### config.mk
export PLATFORM = sky130hd
export DESIGN_NAME = divu_seq
export DESIGN_NICKNAME = d
export VERILOG_FILES = /design/src/rtl/divu_pkg.sv /design/src/rtl/divu_step.sv /design/src/rtl/divu_seq.sv
export SDC_FILE = /design/constraint.sdc
export NUM_CORES = 1
export LEC_CHECK = 0
export BUFFER_PORTS_ARGS = -buffer_cell sky130_fd_sc_hd__buf_2
export CORE_ASPECT_RATIO = 2
export CORE_MARGIN = 2
export CORE_UTILIZATION = 30
export DETAILED_ROUTE_END_ITERATION = 16
export PLACE_DENSITY = 0.44
export SYNTH_ARGS = -nofsm -noshare
export SYNTH_HDL_FRONTEND = slang
export SYNTH_SLANG_ARGS = --single-unit
### constraint.sdc
create_clock -name clk -period 3.5 [get_ports clk]
set_clock_uncertainty 0.15 [all_clocks]
set_input_delay 0.525 -clock clk [delete_from_list [all_inputs] [get_ports clk]]
set_output_delay 0.525 -clock clk [all_outputs]
set_load 0.05 [all_outputs]
### src/rtl/divu_pkg.sv
// Shared types and constants for the sequential unsigned divider.
package divu_pkg;
   typedef enum logic [1:0] {IDLE, CALC, DONE} state_t;

   localparam int DIVU_WIDTH_DEFAULT = 8;

   // Step counter width, sized to hold 0..WIDTH.
   function automatic int cnt_width(input int width);
      return $clog2(width + 1);
   endfunction
endpackage

### src/rtl/divu_step.sv
// One combinational restoring-division step: shift {R,Q} left, then subtract divisor when it fits.
module divu_step
   import divu_pkg::*;
#(
   parameter int WIDTH = DIVU_WIDTH_DEFAULT
) (
   input  logic [WIDTH:0]   r,
   input  logic [WIDTH-1:0] q,
   input  logic [WIDTH-1:0] divisor,
   output logic [WIDTH:0]   r_next,
   output logic [WIDTH-1:0] q_next
);
   // One extra bit keeps the shifted value exact even if R ever reaches 2^WIDTH.
   logic [WIDTH+1:0] sh;
   logic             ge;

   assign sh = {r, q[WIDTH-1]};
   assign ge = (sh >= {2'b00, divisor});

   always_comb begin
      r_next = (WIDTH+1)'(sh);
      q_next = {q[WIDTH-2:0], 1'b0};
      if (ge) begin
         r_next    = (WIDTH+1)'(sh - {2'b00, divisor});
         q_next[0] = 1'b1;
      end
   end
endmodule

### src/rtl/divu_seq.sv
// Sequential unsigned restoring divider, 2*WIDTH / WIDTH, one quotient bit per cycle.
// DIVU_SEQ_EARLY_EXC_EN: divide-by-zero/overflow skip CALC and finish one cycle after accept.
module divu_seq
   import divu_pkg::*;
#(
   parameter int WIDTH = DIVU_WIDTH_DEFAULT
) (
   input  logic               clk,
   input  logic               rst,
   input  logic               in_valid,
   output logic               in_ready,
   input  logic [2*WIDTH-1:0] dividend,
   input  logic [WIDTH-1:0]   divisor,
   output logic               out_valid,
   input  logic               out_ready,
   output logic [WIDTH-1:0]   quotient,
   output logic [WIDTH-1:0]   remainder,
   output logic               div_by_zero,
   output logic               overflow
);
   localparam int CW = cnt_width(WIDTH);
   localparam logic [CW-1:0] LAST_STEP = CW'(WIDTH - 1);

   state_t           state;
   logic [WIDTH:0]   r;
   logic [WIDTH-1:0] q;
   logic [WIDTH-1:0] dvsr;
   logic [WIDTH-1:0] exc_rem;
   logic [CW-1:0]    cnt;
   logic             dz_q;
   logic             ov_q;

   logic [WIDTH:0]   r_nx;
   logic [WIDTH-1:0] q_nx;
   logic             dz_in;
   logic             ov_in;

   assign in_ready = (state == IDLE);

   // Exceptions are decided from the raw operands at capture time.
   assign dz_in = (divisor == '0);
   assign ov_in = !dz_in && (dividend[2*WIDTH-1:WIDTH] >= divisor);

   divu_step #(.WIDTH(WIDTH)) u_step (
      .r       (r),
      .q       (q),
      .divisor (dvsr),
      .r_next  (r_nx),
      .q_next  (q_nx)
   );

   always_ff @(posedge clk or posedge rst) begin
      if (rst) begin
         state       <= IDLE;
         r           <= '0;
         q           <= '0;
         dvsr        <= '0;
         exc_rem     <= '0;
         cnt         <= '0;
         dz_q        <= 1'b0;
         ov_q        <= 1'b0;
         out_valid   <= 1'b0;
         quotient    <= '0;
         remainder   <= '0;
         div_by_zero <= 1'b0;
         overflow    <= 1'b0;
      end else begin
         case (state)
            IDLE: begin
               if (in_valid) begin
                  r       <= {1'b0, dividend[2*WIDTH-1:WIDTH]};
                  q       <= dividend[WIDTH-1:0];
                  dvsr    <= divisor;
                  cnt     <= '0;
                  dz_q    <= dz_in;
                  ov_q    <= ov_in;
                  exc_rem <= dz_in ? dividend[WIDTH-1:0] : '0;
`ifdef DIVU_SEQ_EARLY_EXC_EN
                  if (dz_in || ov_in) begin
                     state       <= DONE;
                     out_valid   <= 1'b1;
                     quotient    <= '1;
                     remainder   <= dz_in ? dividend[WIDTH-1:0] : '0;
                     div_by_zero <= dz_in;
                     overflow    <= ov_in;
                  end else begin
                     state <= CALC;
                  end
`else
                  state <= CALC;
`endif
               end
            end
            CALC: begin
               // Exception operations still iterate here; their datapath result is discarded.
               r   <= r_nx;
               q   <= q_nx;
               cnt <= cnt + 1'b1;
               if (cnt == LAST_STEP) begin
                  state       <= DONE;
                  out_valid   <= 1'b1;
                  div_by_zero <= dz_q;
                  overflow    <= ov_q;
                  if (dz_q || ov_q) begin
                     quotient  <= '1;
                     remainder <= exc_rem;
                  end else begin
                     quotient  <= q_nx;
                     remainder <= r_nx[WIDTH-1:0];
                  end
               end
            end
            DONE: begin
               if (out_ready) begin
                  state     <= IDLE;
                  out_valid <= 1'b0;
               end
            end
            default: state <= IDLE;
         endcase
      end
   end
endmodule
==> out/summary.json <==
{
  "clkTransAtPathRegs_ps": 50,
  "timing.reg2reg.worst_path_depth": 9,
  "proportion_of_synthesized_flip_flops_having_asynchronous_set_or_reset_pct": 100,
  "post_cts.resized_instances": 0,
  "clock_path_buffers": 2,
  "crit_path_cell_trace": "inv_1 -> ha_1 -> inv_1 -> fa_1 -> a211oi_4 -> o21ai_2 -> a2111o_1 -> mux2_4 -> a21oi_2",
  "track_usage_pct": 17.0,
  "area.sequential_sq_um": 1500,
  "distinct_cell_type_count_of_the_synthesized_netlist": 47,
  "route.detailed.wl_per_inst_um": 17.1,
  "totalNegativeSetupSlack_ps": 0,
  "place_hpwl_um": 7250,
  "post_cts.repair.setup_buffers": 0,
  "ctsRootBufferMaster": "sky130_fd_sc_hd__clkbuf_16",
  "fin_crit_sh_pct": 83.6,
  "final.min_clock_period_ps": 2920,
  "unrepaired_setup_endpoints_after_global_routing": "no",
  "cp_slowest_stage_delay_ps": 620,
  "globalplace.congestion": 0.781,
  "finalHoldViolCount": 0,
  "leakagePower_nw": 1.91,
  "core_region_area_sq_um": 10800,
  "endpoint_kind": "flip-flop",
  "timing.hold.worst.class": "in2reg",
  "slew_violations": 0,
  "hold_depth": 2,
  "cts_made_buffers": 9,
  "yosysSeqAreaShare_pct": 45.7,
  "place_ws_ps": 578,
  "die_height_um": 152,
  "total_die_area_sq_um": 11800,
  "synthesis.nets": 412,
  "maximum_number_of_pins_on_one_net_before_global_route_repair": 61,
  "die_width_um": 78.0,
  "maxCapViolCount": 0,
  "grt_antenna_before_repair": 0,
  "finish.net_count": 461,
  "synthesis.area_sq_um": 3280,
  "synthFlopType": "sky130_fd_sc_hd__dfrtp_1",
  "io_buffer_count": 47,
  "timing_worst_slew_pin_value_ps": 804,
  "cts_hold_buffers": 0,
  "achievable-frequency_mhz": 342,
  "count_of_vias_placed_by_the_detailed_router": 2889,
  "cpMostUsedCell": "sky130_fd_sc_hd__inv_1",
  "num_antenna_cells": 0,
  "dpl_cell_area_sq_um": 3690,
  "clock_insertion_delay_worst_skew_ps": 320,
  "layout.cell_area.non_filler_sq_um": 3980,
  "syn_avg_cell_area_sq_um": 8.97,
  "multi_input_comb_area_sq_um": 1630,
  "synth.largest_area_cell": "sky130_fd_sc_hd__dfrtp_1",
  "routed_wl_um": 9580,
  "cts_sinks": 60,
  "post_detailed_route_count_of_antenna_violating_nets": 0,
  "synth_top_area_share_pct": 45.7,
  "worst_ir_drop_vdd_mv": 0.371,
  "final_layout_size_suffix_gt1_share_pct": 18.1,
  "h-tree-depth": 3,
  "critPathRequiredTime_ps": 3600,
  "detail_route.iter0.violations": 151,
  "synth.ff_latch_count": 60,
  "io-pin-count": 48,
  "num-fill-cells": 1150,
  "synthCells": 366,
  "final-setup-viol-count": 0,
  "initial_core_util_pct": 30.4,
  "wire_length_of_the_first_global_routing_pass_um": 15400,
  "cp-start-kind": "flip-flop",
  "relSlewSlack_pct": 46.4,
  "status": "finished clean",
  "firstDrtPassIters": 4,
  "synthMostInstantiatedCell": "sky130_fd_sc_hd__dfrtp_1",
  "avgViaCountPerCell": 5.17,
  "synthesis_to_finish_area_growth_pct": 21.2,
  "yosys_warnings": 0,
  "cts_tree": "yes",
  "rows": 54,
  "post_synth_most_frequent_cells": "60 x sky130_fd_sc_hd__dfrtp_1, 59 x sky130_fd_sc_hd__nand2_1, 31 x sky130_fd_sc_hd__o21ai_0, 27 x sky130_fd_sc_hd__nor2_1",
  "power.density_nw_per_um2": 1120,
  "timing.critical_path.arrival_ps": 3030,
  "synth_top_cells_by_area": "sky130_fd_sc_hd__dfrtp_1 46%, sky130_fd_sc_hd__nand2_1 6.7%, sky130_fd_sc_hd__ha_1 6.5%",
  "post-route-worst-setup-slack_ps": 575,
  "number_of_synthesized_flops_with_an_enable_pin": 0,
  "first_global_vias": 2900,
  "kind_of_critical_path": "reg2reg",
  "slowest_library_cell_on_the_worst_path": "sky130_fd_sc_hd__a2111o_1",
  "crit_path_max_fanout": 9,
  "drc": 0,
  "globalRoute.totalOverflow": 0
}
-- cells by family (layout without fill, tap and decap cells) --
| logic type | count (synthesis) | after routing | share of synthesized area, % |
|---|---|---|---|
| AND/OR/NAND/NOR | 124 | 124 | 17.1 |
| AO/OA/AOI/OAI | 113 | 113 | 22.0 |
| flip-flops | 60 | 60 | 45.7 |
| buffers and inverters | 40 | 93 | 4.69 |
| adder cells (fa/ha/maj) | 18 | 18 | 7.09 |
| multiplexers | 6 | 6 | 1.98 |
| XOR/XNOR | 5 | 5 | 1.33 |
-- power breakdown --
group	switching (mW)	internal, mW	leakage (nW)
Combinational	1.56	0.831	1.02
Sequential	0.222	0.970	0.753
Clock	0.300	0.566	0.140
Total	2.08	2.37	1.91
-- worst max-delay path, delay by kind of cell (launching register included) --
| kind | cells | cell delay [ps] |
|---|---|---|
| AOI/OAI and AO/OA | 4 | 1220 |
| adders and majority gates | 2 | 600 |
| buffers and inverters | 2 | 140 |
| DFF | 1 | 350 |
| muxes | 1 | 390 |
-- cell usage in the layout (no fill, tap or decap), drive strengths merged, types with 5 or more instances in the layout --
| cell type | synthesis | layout |
|---|---|---|
| mux2i | 5 | 5 |
| o22ai | 7 | 7 |
| inv | 22 | 22 |
| a22o | 9 | 9 |
| clkbuf | 16 | 13 |
| nor2 | 27 | 27 |
| nand2 | 59 | 59 |
| nand2b | 5 | 5 |
| buf | 2 | 56 |
| a211oi | 5 | 5 |
| nand3 | 6 | 6 |
| o211ai | 5 | 5 |
| and3 | 5 | 5 |
| dfrtp | 60 | 60 |
| a31oi | 5 | 5 |
| a21oi | 23 | 23 |
| o21ai | 46 | 46 |
| ha | 17 | 17 |
| or3 | 5 | 5 |
-- final cells by class --
class / count / share of cell area (%)
clock buffer: 13 / 6.29
clock inverter: 2 / 0.881
inverter: 22 / 2.08
multi-input combinational: 266 / 41.0
tap: 140 / 4.40
sequential: 60 / 37.7
timing repair buffer: 56 / 7.61
-- path summary, 6_finish.rpt --
check                                  from           end  slack, ps
worst max-delay path                   q[7]  remainder[0]        580
worst min-delay path              out_ready      state[1]        230
worst max register to register         q[7]  remainder[0]        580
worst min register to register  quotient[2]   quotient[2]        300
max in group asynchronous               rst        cnt[1]       2390
min in group asynchronous               rst   quotient[6]        260
-- routing by layer --
metal / part of all wire (%) / global-route usage, % / up-vias
met4: 2.7 / 7.27 / 0
met3: 3.6 / 2.73 / 17
met5: 0 / 0 / -
met2: 56 / 31.7 / 78
met1: 38 / 18.5 / 1406
li1: - / - / 1388
-- per-stage QoR --
step | hold WS [ps] | power, mW | util [%] | std cells
6_report | 233 | 4.44 | 36.8 | 559
5_1_grt | 252 | 4.77 | 36.8 | 559
4_1_cts | 231 | 4.48 | 36.8 | 559
3_5_place_dp | 302 | 3.61 | 34.2 | 544
3_3_place_gp | 294 | 3.57 | 34.2 | 544
2_1_floorplan | 293 | 2.96 | - | 366
-- flip-flops by register name (all words and copies together), names as in the netlist --
signal	count
dz_q	1
quotient	8
dvsr	8
r	9
overflow	1
state	2
exc_rem	8
cnt	4
out_valid	1
ov_q	1
remainder	8
div_by_zero	1
q	8
Note: power is estimated with default switching activity, not from simulation.
